===== src/rtl/flag_register_unit.sv =====
// flag_register_unit
//   Derives the N/Z/C/V condition flags from ALU outputs and holds them in the
//   architectural status register {Q,N,Z,C,V}. A one-deep shadow copy supports
//   save/restore on exception entry/return. flags_next exposes the value the
//   register takes at the coming edge, for back-to-back consumers.
//
//   Optional feature macro: QFLAG_EN
//     defined   -> flags[4] is a sticky saturation flag (Q).
//     undefined -> flags[4], flags_next[4] and the shadow's bit 4 are tied to 0.
module flag_register_unit #(
   parameter int unsigned WIDTH     = 32,
   parameter logic [4:0]  RST_FLAGS = 5'b0
) (
   input  logic             clk,
   input  logic             reset,
   input  logic             alu_valid,
   input  logic [WIDTH-1:0] alu_result,
   input  logic             alu_carry,
   input  logic             alu_ovf,
   input  logic             alu_sat,
   input  logic [1:0]       flag_write,
   input  logic             cond_ex,
   input  logic             stall,
   input  logic             save,
   input  logic             restore,
   output logic [4:0]       flags,
   output logic [4:0]       flags_next,
   output logic             shadow_valid
);

   // Bit positions inside the {Q,N,Z,C,V} vector.
   localparam int unsigned BIT_Q = 4;
   localparam int unsigned BIT_N = 3;
   localparam int unsigned BIT_Z = 2;
   localparam int unsigned BIT_C = 1;
   localparam int unsigned BIT_V = 0;

   // Architectural state.
   logic [4:0] flags_q;
   logic [4:0] flags_d;
   logic [4:0] shadow_q;
   logic [4:0] shadow_d;
   logic       shadow_valid_q;
   logic       shadow_valid_d;

   // Decoded controls.
   logic       upd;
   logic       upd_nz;
   logic       upd_cv;
   logic       save_en;
   logic       restore_en;

   // Raw flag values derived from the ALU this cycle.
   logic       alu_n;
   logic       alu_z;
   logic       alu_c;
   logic       alu_v;

   // Flags as they would be after the ALU update alone (restore not applied).
   logic [4:0] alu_flags;
   logic       q_next;

   // Decode the update/save/restore enables; stall freezes everything.
   always_comb begin
      upd        = alu_valid & cond_ex & ~stall;
      upd_nz     = upd & flag_write[1];
      upd_cv     = upd & flag_write[0];
      save_en    = save & ~stall;
      restore_en = restore & ~stall & shadow_valid_q;
   end

   // Derive N/Z/C/V from the ALU outputs.
   always_comb begin
      alu_n = alu_result[WIDTH-1];
      alu_z = (alu_result == '0);
      alu_c = alu_carry;
      alu_v = alu_ovf;
   end

`ifdef QFLAG_EN
   // Sticky saturation flag: set by any enabled update reporting saturation.
   always_comb begin
      q_next = flags_q[BIT_Q] | (upd & alu_sat);
   end
`else
   logic unused_alu_sat;
   assign unused_alu_sat = alu_sat;

   // Without the Q feature the top flag bit is constant zero.
   always_comb begin
      q_next = 1'b0;
   end
`endif

   // Apply the two independent flag groups; unselected bits hold.
   always_comb begin
      alu_flags        = flags_q;
      alu_flags[BIT_Q] = q_next;
      if (upd_nz) begin
         alu_flags[BIT_N] = alu_n;
         alu_flags[BIT_Z] = alu_z;
      end
      if (upd_cv) begin
         alu_flags[BIT_C] = alu_c;
         alu_flags[BIT_V] = alu_v;
      end
   end

   // A valid restore wins over any same-cycle ALU update.
   always_comb begin
      flags_d = alu_flags;
      if (restore_en) begin
         flags_d = shadow_q;
      end
   end

   // Shadow capture: a save takes the non-restored next value, which also
   // gives swap semantics when save and restore coincide.
   always_comb begin
      shadow_d       = shadow_q;
      shadow_valid_d = shadow_valid_q;
      if (save_en) begin
         shadow_d       = alu_flags;
         shadow_valid_d = 1'b1;
      end else if (restore_en) begin
         shadow_valid_d = 1'b0;
      end
   end

   // State registers; reset overrides stall.
   always_ff @(posedge clk) begin
      if (reset) begin
         flags_q        <= RST_FLAGS;
         shadow_q       <= '0;
         shadow_valid_q <= 1'b0;
      end else begin
         flags_q        <= flags_d;
         shadow_q       <= shadow_d;
         shadow_valid_q <= shadow_valid_d;
      end
   end

   // Drive outputs.
   always_comb begin
      flags        = flags_q;
      flags_next   = flags_d;
      shadow_valid = shadow_valid_q;
   end

endmodule


===== config.mk =====
export PLATFORM = sky130hd
export DESIGN_NAME = flag_register_unit
export DESIGN_NICKNAME = d
export VERILOG_FILES = /design/src/rtl/flag_register_unit.sv
export SDC_FILE = /design/constraint.sdc
export NUM_CORES = 1
export LEC_CHECK = 0
export BUFFER_PORTS_ARGS = -buffer_cell sky130_fd_sc_hd__buf_4
export CAP_MARGIN = 40
export CORE_MARGIN = 4
export CORE_UTILIZATION = 33
export CTS_CLUSTER_SIZE = 14
export DETAILED_ROUTE_END_ITERATION = 12
export PLACE_DENSITY = 0.77
export SLEW_MARGIN = 30
export SYNTH_ARGS = -nofsm -noshare
export SYNTH_HDL_FRONTEND = slang
export SYNTH_SLANG_ARGS = --single-unit

===== constraint.sdc =====
create_clock -name clk -period 1.6 [get_ports clk]
set_clock_uncertainty 0.1 [all_clocks]
set_input_delay 0.24 -clock clk [delete_from_list [all_inputs] [get_ports clk]]
set_output_delay 0.24 -clock clk [all_outputs]
set_load 0.02 [all_outputs]

==> results of run 1 <==
[power by group through the flow]
stage	logic, mW	registers, mW	clock network [mW]
2_1_floorplan	0.0558	0.249	0
3_3_place_gp	0.161	0.244	0
3_5_place_dp	0.165	0.245	0
4_1_cts	0.187	0.240	0.184
5_1_grt	0.224	0.241	0.198
6_report	0.213	0.240	0.176
[flip-flops by register name, indices dropped and copies added, names as in the netlist]
signal / cells
shadow_q: 4
shadow_valid: 1
flags: 4
[path summary, 6_finish.rpt]
| kind | startpoint | end | slack, ps | cells after the start |
|---|---|---|---|---|
| min reg2reg | shadow_q[2]$_SDFFE_PP0P_ | shadow_q[2]$_SDFFE_PP0P_ | 400 | 2 |
| max | alu_result[5] | flags_next[2] | -90 | 6 |
| max reg2reg | shadow_valid$_SDFFE_PP0P_ | flags[3]$_SDFF_PP0_ | 400 | 4 |
| min | reset | flags[1]$_SDFF_PP0_ | 130 | 2 |
[area by class of cell]
type	instances	area, um2
inverter	1	3.75
timing repair buffer	59	503
fill	107	329
clock buffer	4	26.3
tap	16	20.0
sequential	9	181
multi-input combinational	44	425
[Yosys cell counts (all sizes together), types with 2 or more instances]
cell    instances  share of area, %
nor4            8               9.6
nand4b          2               6.3
buf             2               2.9
nor2b           3               6.5
nor3            3               2.9
mux2            6                14
nand4           2               2.4
nor2            8               5.8
a21oi           2               1.9
dfxtp           9                35
a211oi          2               2.9
[routing by layer]
metal | wire length, um | global-route usage (%)
met1 | 612 | 15.3
met3 | 253 | 3.38
met4 | 54 | 12.9
met2 | 1100 | 30.7
met5 | 0 | 0
[critical path: cells and delay by family]
family | cells | cell delay, ps
compound gates | 2 | 490
buf+inv | 2 | 230
simple gates | 2 | 390
[cells by family (layout without fill, tap and decap cells)]
| group | Yosys count | in the layout | synth area share (%) |
|---|---|---|---|
| AND/OR/NAND/NOR | 30 | 30 | 38.3 |
| AO/OA/AOI/OAI | 6 | 6 | 7.47 |
| other | 1 | 2 | 0.722 |
| flip-flops | 9 | 9 | 34.7 |
| buffers and inverters | 4 | 64 | 4.34 |
| multiplexers | 6 | 6 | 14.5 |
[what timing repair did]
item	in CTS	in global routing
setup endpoints to repair	4	4
gates cloned	0	0
pin swaps	7	7
endpoints found under the hold margin	0	0
resized for setup	21	13
buffers inserted	1	3
[through the flow]
step | worst slack [ps] | TNS [ps] | utilization [%]
6_report | -92.0 | -161 | 77.9
3_5_place_dp | -118 | -410 | 63.2
3_3_place_gp | -119 | -324 | 63.2
5_1_grt | -163 | -368 | 77.9
4_1_cts | -45.5 | -138 | 71.4
2_1_floorplan | 82.0 | 0 | -
==> flow_metrics.py, run 1 <==
metrics = {
    "synth": {
        "synthDistinctLibCells": 24,
        "synth-async-reset-ratio_pct": 0,
        "postSynth.topFlopCell": "sky130_fd_sc_hd__dfxtp_1",
        "postSynthCellCount": 56,
        "synth_seq_area_share_pct": 34.7,
        "syn-cell-area_um2": 519,
        "number_of_synthesized_flops_with_an_enable_pin": 0,
        "ys.warnings.count": 0,
        "synth-seq-cells": 9,
        "synthesis.area_per_instance_um2": 9.27,
    },
    "setup_path": {
        "worst_path_max_delay_cell": "sky130_fd_sc_hd__o31a_1",
        "cp_max_fo": 2,
        "worst_ep_arrival_time_ps": 1350,
        "worstSetupEndpointType": "output pin",
        "path_class": "primary input to output pin",
        "cpMostUsedCell": "sky130_fd_sc_hd__buf_6",
        "worstPathCellList": "buf_6, nor4_4, nand4_1, o31a_1, a21oi_2, buf_6",
        "slowest_delay_ps": 330,
        "start_kind": "primary input",
        "cp_data_required_time_ps": 1260,
    },
    "finish": {
        "layout.cell_area.non_filler_um2": 1160,
        "finish.cell_count_without_fillers": 133,
        "flow.area_growth_from_synthesis_pct": 123,
        "layout.cells.most_common_list": "sky130_fd_sc_hd__buf_4, sky130_fd_sc_hd__buf_6, sky130_fd_sc_hd__nor2_1, sky130_fd_sc_hd__dfxtp_1, sky130_fd_sc_hd__nor4_4",
        "antenna_diode_count": 0,
        "final_common_cell": "sky130_fd_sc_hd__buf_4",
        "post_route_cells_drive_above_1_share_pct": 69.2,
        "nNetsFinal": 162,
    },
    "global_route": {
        "first_pass_grt_wire_length_um": 2570,
        "grt-ovfl-total": 0,
        "grt.total_usage_pct": 16.5,
        "grt_pass1_vias": 662,
        "antenna_violations_before_repair": 0,
        "grt_start_max_net_pins": 10,
    },
    "outcome": {
        "result_of_the_run": "finished, violations left",
        "violations": "setup timing",
    },
    "floorplan": {
        "die_w_um": 47.7,
        "starting_density_of_the_core_pct": 34.9,
        "die_area_um2": 2270,
        "rows": 14,
        "ios": 55,
        "die_h_um": 47.7,
        "fp.coreArea_um2": 1490,
    },
    "power": {
        "p_int_uw": 460,
        "power.static_leakage_nw": 0.537,
        "power_density_nw_per_um2": 542,
        "power.sequential.fraction_pct": 38.2,
        "power.share.combinational_pct": 33.8,
        "worst_ir_drop_vdd_mv": 0.457,
        "switching_portion_of_total_power_pct": 26.8,
        "netSwitchingPower_uw": 168,
        "post-layout-total-power_uw": 628,
        "p_clk_share_pct": 28.0,
    },
    "route": {
        "firstDrtPassIters": 4,
        "antenna_left": 0,
        "drc": 0,
        "post_drt_via_cell_ratio": 5.15,
        "via_count": 685,
        "drt_iter0_markers": 6,
        "detail_route.wl_per_cell_um": 15.2,
        "drt_wl_total_um": 2020,
    },
    "sta": {
        "timing.final.ws_setup_ps": -92.0,
        "timing_max_transition_violations_final": 0,
        "grt_setup_unrepaired": "true",
        "finalHoldViolations": 0,
        "timing.final.crit_share_pct": 106,
        "finalSetupViolations": 3,
        "fmax_ghz": 0.591,
        "fin_worst_hold_slack_ps": 134,
        "final.min_clock_period_ps": 1690,
    },
    "clock_network": {
        "holdBufCountCts": 0,
        "tritoncts": "yes",
        "clock_latency_ps": 260,
        "cts.clk_slew.worst_paths_ps": 60,
        "clockRootBuffer": "sky130_fd_sc_hd__clkbuf_4",
        "clock_tree.buffer_depth": 2,
        "cts-buffers-inserted": 3,
        "clock_sink_count": 9,
        "htree_num_levels": 1,
    },
    "place": {
        "finalWeightedCongestion": 0.714,
        "dp.final_hpwl_um": 1400,
        "dpl.cell_count": 125,
        "post_dp_cell_area_um2": 941,
        "io_buffers": 51,
    },
    "run": {
        "max-cap-violations": 0,
    },
    "worst_hold_path": {
        "holdCritPathClass": "primary input to flip-flop",
    },
}
(Power assumes the default switching activity.)
==> run 2, diff against run 1 <==
- RECOVER_POWER: default -> 50
==> flow_metrics.py, run 2 (synthesis results as in run 1) <==
metrics = {
    "floorplan": {
        "rows": 14,
        "starting_density_of_the_core_pct": 34.9,
        "ios": 55,
        "die_h_um": 47.7,
        "fp.coreArea_um2": 1490,
        "die_area_um2": 2270,
        "die_w_um": 47.7,
    },
    "setup_path": {
        "cp_data_required_time_ps": 1260,
        "worst_ep_arrival_time_ps": 1350,
        "path_depth_of_the_worst_reg2reg_path": 3,
        "worstSetupEndpointType": "output pin",
        "path_class": "primary input to output pin",
        "start_kind": "primary input",
        "cp_max_fo": 2,
    },
    "sta": {
        "timing.final.ws_setup_ps": -86.2,
        "finalSetupViolations": 4,
        "grt_setup_unrepaired": "true",
        "finalHoldViolations": 0,
        "timing.final.crit_share_pct": 105,
        "fmax_ghz": 0.593,
        "finalSetupTns_ps": -205,
        "final.min_clock_period_ps": 1690,
        "timing_max_transition_violations_final": 0,
    },
    "finish": {
        "layout.cell_area.non_filler_um2": 1140,
        "final_common_cell": "sky130_fd_sc_hd__buf_4",
        "nNetsFinal": 162,
        "layout.cells.most_common_list": "sky130_fd_sc_hd__buf_4, sky130_fd_sc_hd__buf_6, sky130_fd_sc_hd__dfxtp_1",
        "filler_cell_count": 109,
        "post_route_cells_drive_above_1_share_pct": 64.1,
        "flow.area_growth_from_synthesis_pct": 120,
        "seq_area_um2": 180,
        "antenna_diode_count": 0,
        "multi_input_comb_area_um2": 422,
    },
    "global_route": {
        "grt_start_max_net_pins": 10,
        "grt_pass1_vias": 662,
        "first_pass_grt_wire_length_um": 2570,
        "grt-ovfl-total": 0,
        "antenna_violations_before_repair": 0,
        "grt.total_usage_pct": 16.5,
    },
    "clock_network": {
        "clockRootBuffer": "sky130_fd_sc_hd__clkbuf_4",
        "clock_sink_count": 9,
        "clock_tree.buffer_depth": 2,
        "cts-buffers-inserted": 3,
        "cts.clk_slew.worst_paths_ps": 60,
        "htree_num_levels": 1,
        "tritoncts": "yes",
        "clock_latency_ps": 260,
    },
    "route": {
        "via_count": 688,
        "drt_wl_total_um": 2010,
        "firstDrtPassIters": 4,
        "route.top_layer_used": "met4",
        "post_drt_via_cell_ratio": 5.17,
        "detailroute.wirelength.met3_um": 263,
        "dr_wl_met2_um": 1100,
        "antenna_left": 0,
        "detail_route.wirelength.met1_um": 595,
        "drc": 0,
        "drt_iter0_markers": 5,
        "detail_route.wl_per_cell_um": 15.1,
    },
    "power": {
        "worst_ir_drop_vdd_mv": 0.428,
        "power_density_nw_per_um2": 546,
        "post-layout-total-power_uw": 625,
        "power.static_leakage_nw": 0.522,
    },
    "worst_hold_path": {
        "min_path_cells": 2,
        "holdCritPathClass": "primary input to flip-flop",
    },
    "place": {
        "finalWeightedCongestion": 0.714,
        "post_dp_cell_area_um2": 941,
        "dp.final_hpwl_um": 1400,
        "io_buffers": 51,
    },
    "outcome": {
        "result_of_the_run": "finished, violations left",
        "violations": "setup timing",
    },
    "run": {
        "max-cap-violations": 0,
    },
}
run 2: final cells by class:
class,instances,area share (%)
multi-input combinational,44,36.9
tap,16,1.75
clock buffer,4,2.30
timing repair buffer,59,43.0
sequential,9,15.8
inverter,1,0.328
run 2: worst paths after layout:
check / from / to / slack [ps]
worst max-delay path: alu_result[5] / flags_next[2] / -90
worst min-delay path: reset / flags[1]$_SDFF_PP0_ / 130
worst min register to register: shadow_q[2]$_SDFFE_PP0P_ / shadow_q[2]$_SDFFE_PP0P_ / 400
worst max register to register: flags[1]$_SDFF_PP0_ / flags[1]$_SDFF_PP0_ / 350
run 2: layer usage:
layer | vias to the layer above | GRT usage (%)
li1 | 330 | -
met1 | 312 | 15.3
met2 | 38 | 30.7
met3 | 8 | 3.38
met4 | 0 | 12.9
met5 | - | 0
run 2: timing repair:
item	CTS	global route
resized for setup	21	13
buffers inserted	1	3
hold buffers	0	0
endpoints found under the setup margin	4	4
cloned	0	0
pin swaps	7	7
run 2: metrics by stage:
| step | util, % | instances | hold slack (ps) | worst slack [ps] |
|---|---|---|---|---|
| final | 76.8 | 133 | 133 | -86.2 |
| after global routing | 76.8 | 133 | 122 | -163 |
| after CTS | 71.4 | 130 | 121 | -45.5 |
| after detailed placement | 63.2 | 125 | 388 | -118 |
| after global placement | 63.2 | 125 | 376 | -119 |
| after floorplan | - | 57 | 356 | 82.0 |
run 2: where the power goes:
part	internal, mW	total, mW	switching (mW)
registers	0.234	0.239	0.00491
logic	0.126	0.209	0.0830
clock network	0.0961	0.176	0.0797
run 2: critical path, stage by stage:
cell                      delay, ps
sky130_fd_sc_hd__buf_6          100
sky130_fd_sc_hd__nor4_4         260
sky130_fd_sc_hd__nand4_1        130
sky130_fd_sc_hd__o31a_1         330
sky130_fd_sc_hd__a21oi_2        160
sky130_fd_sc_hd__buf_6          130
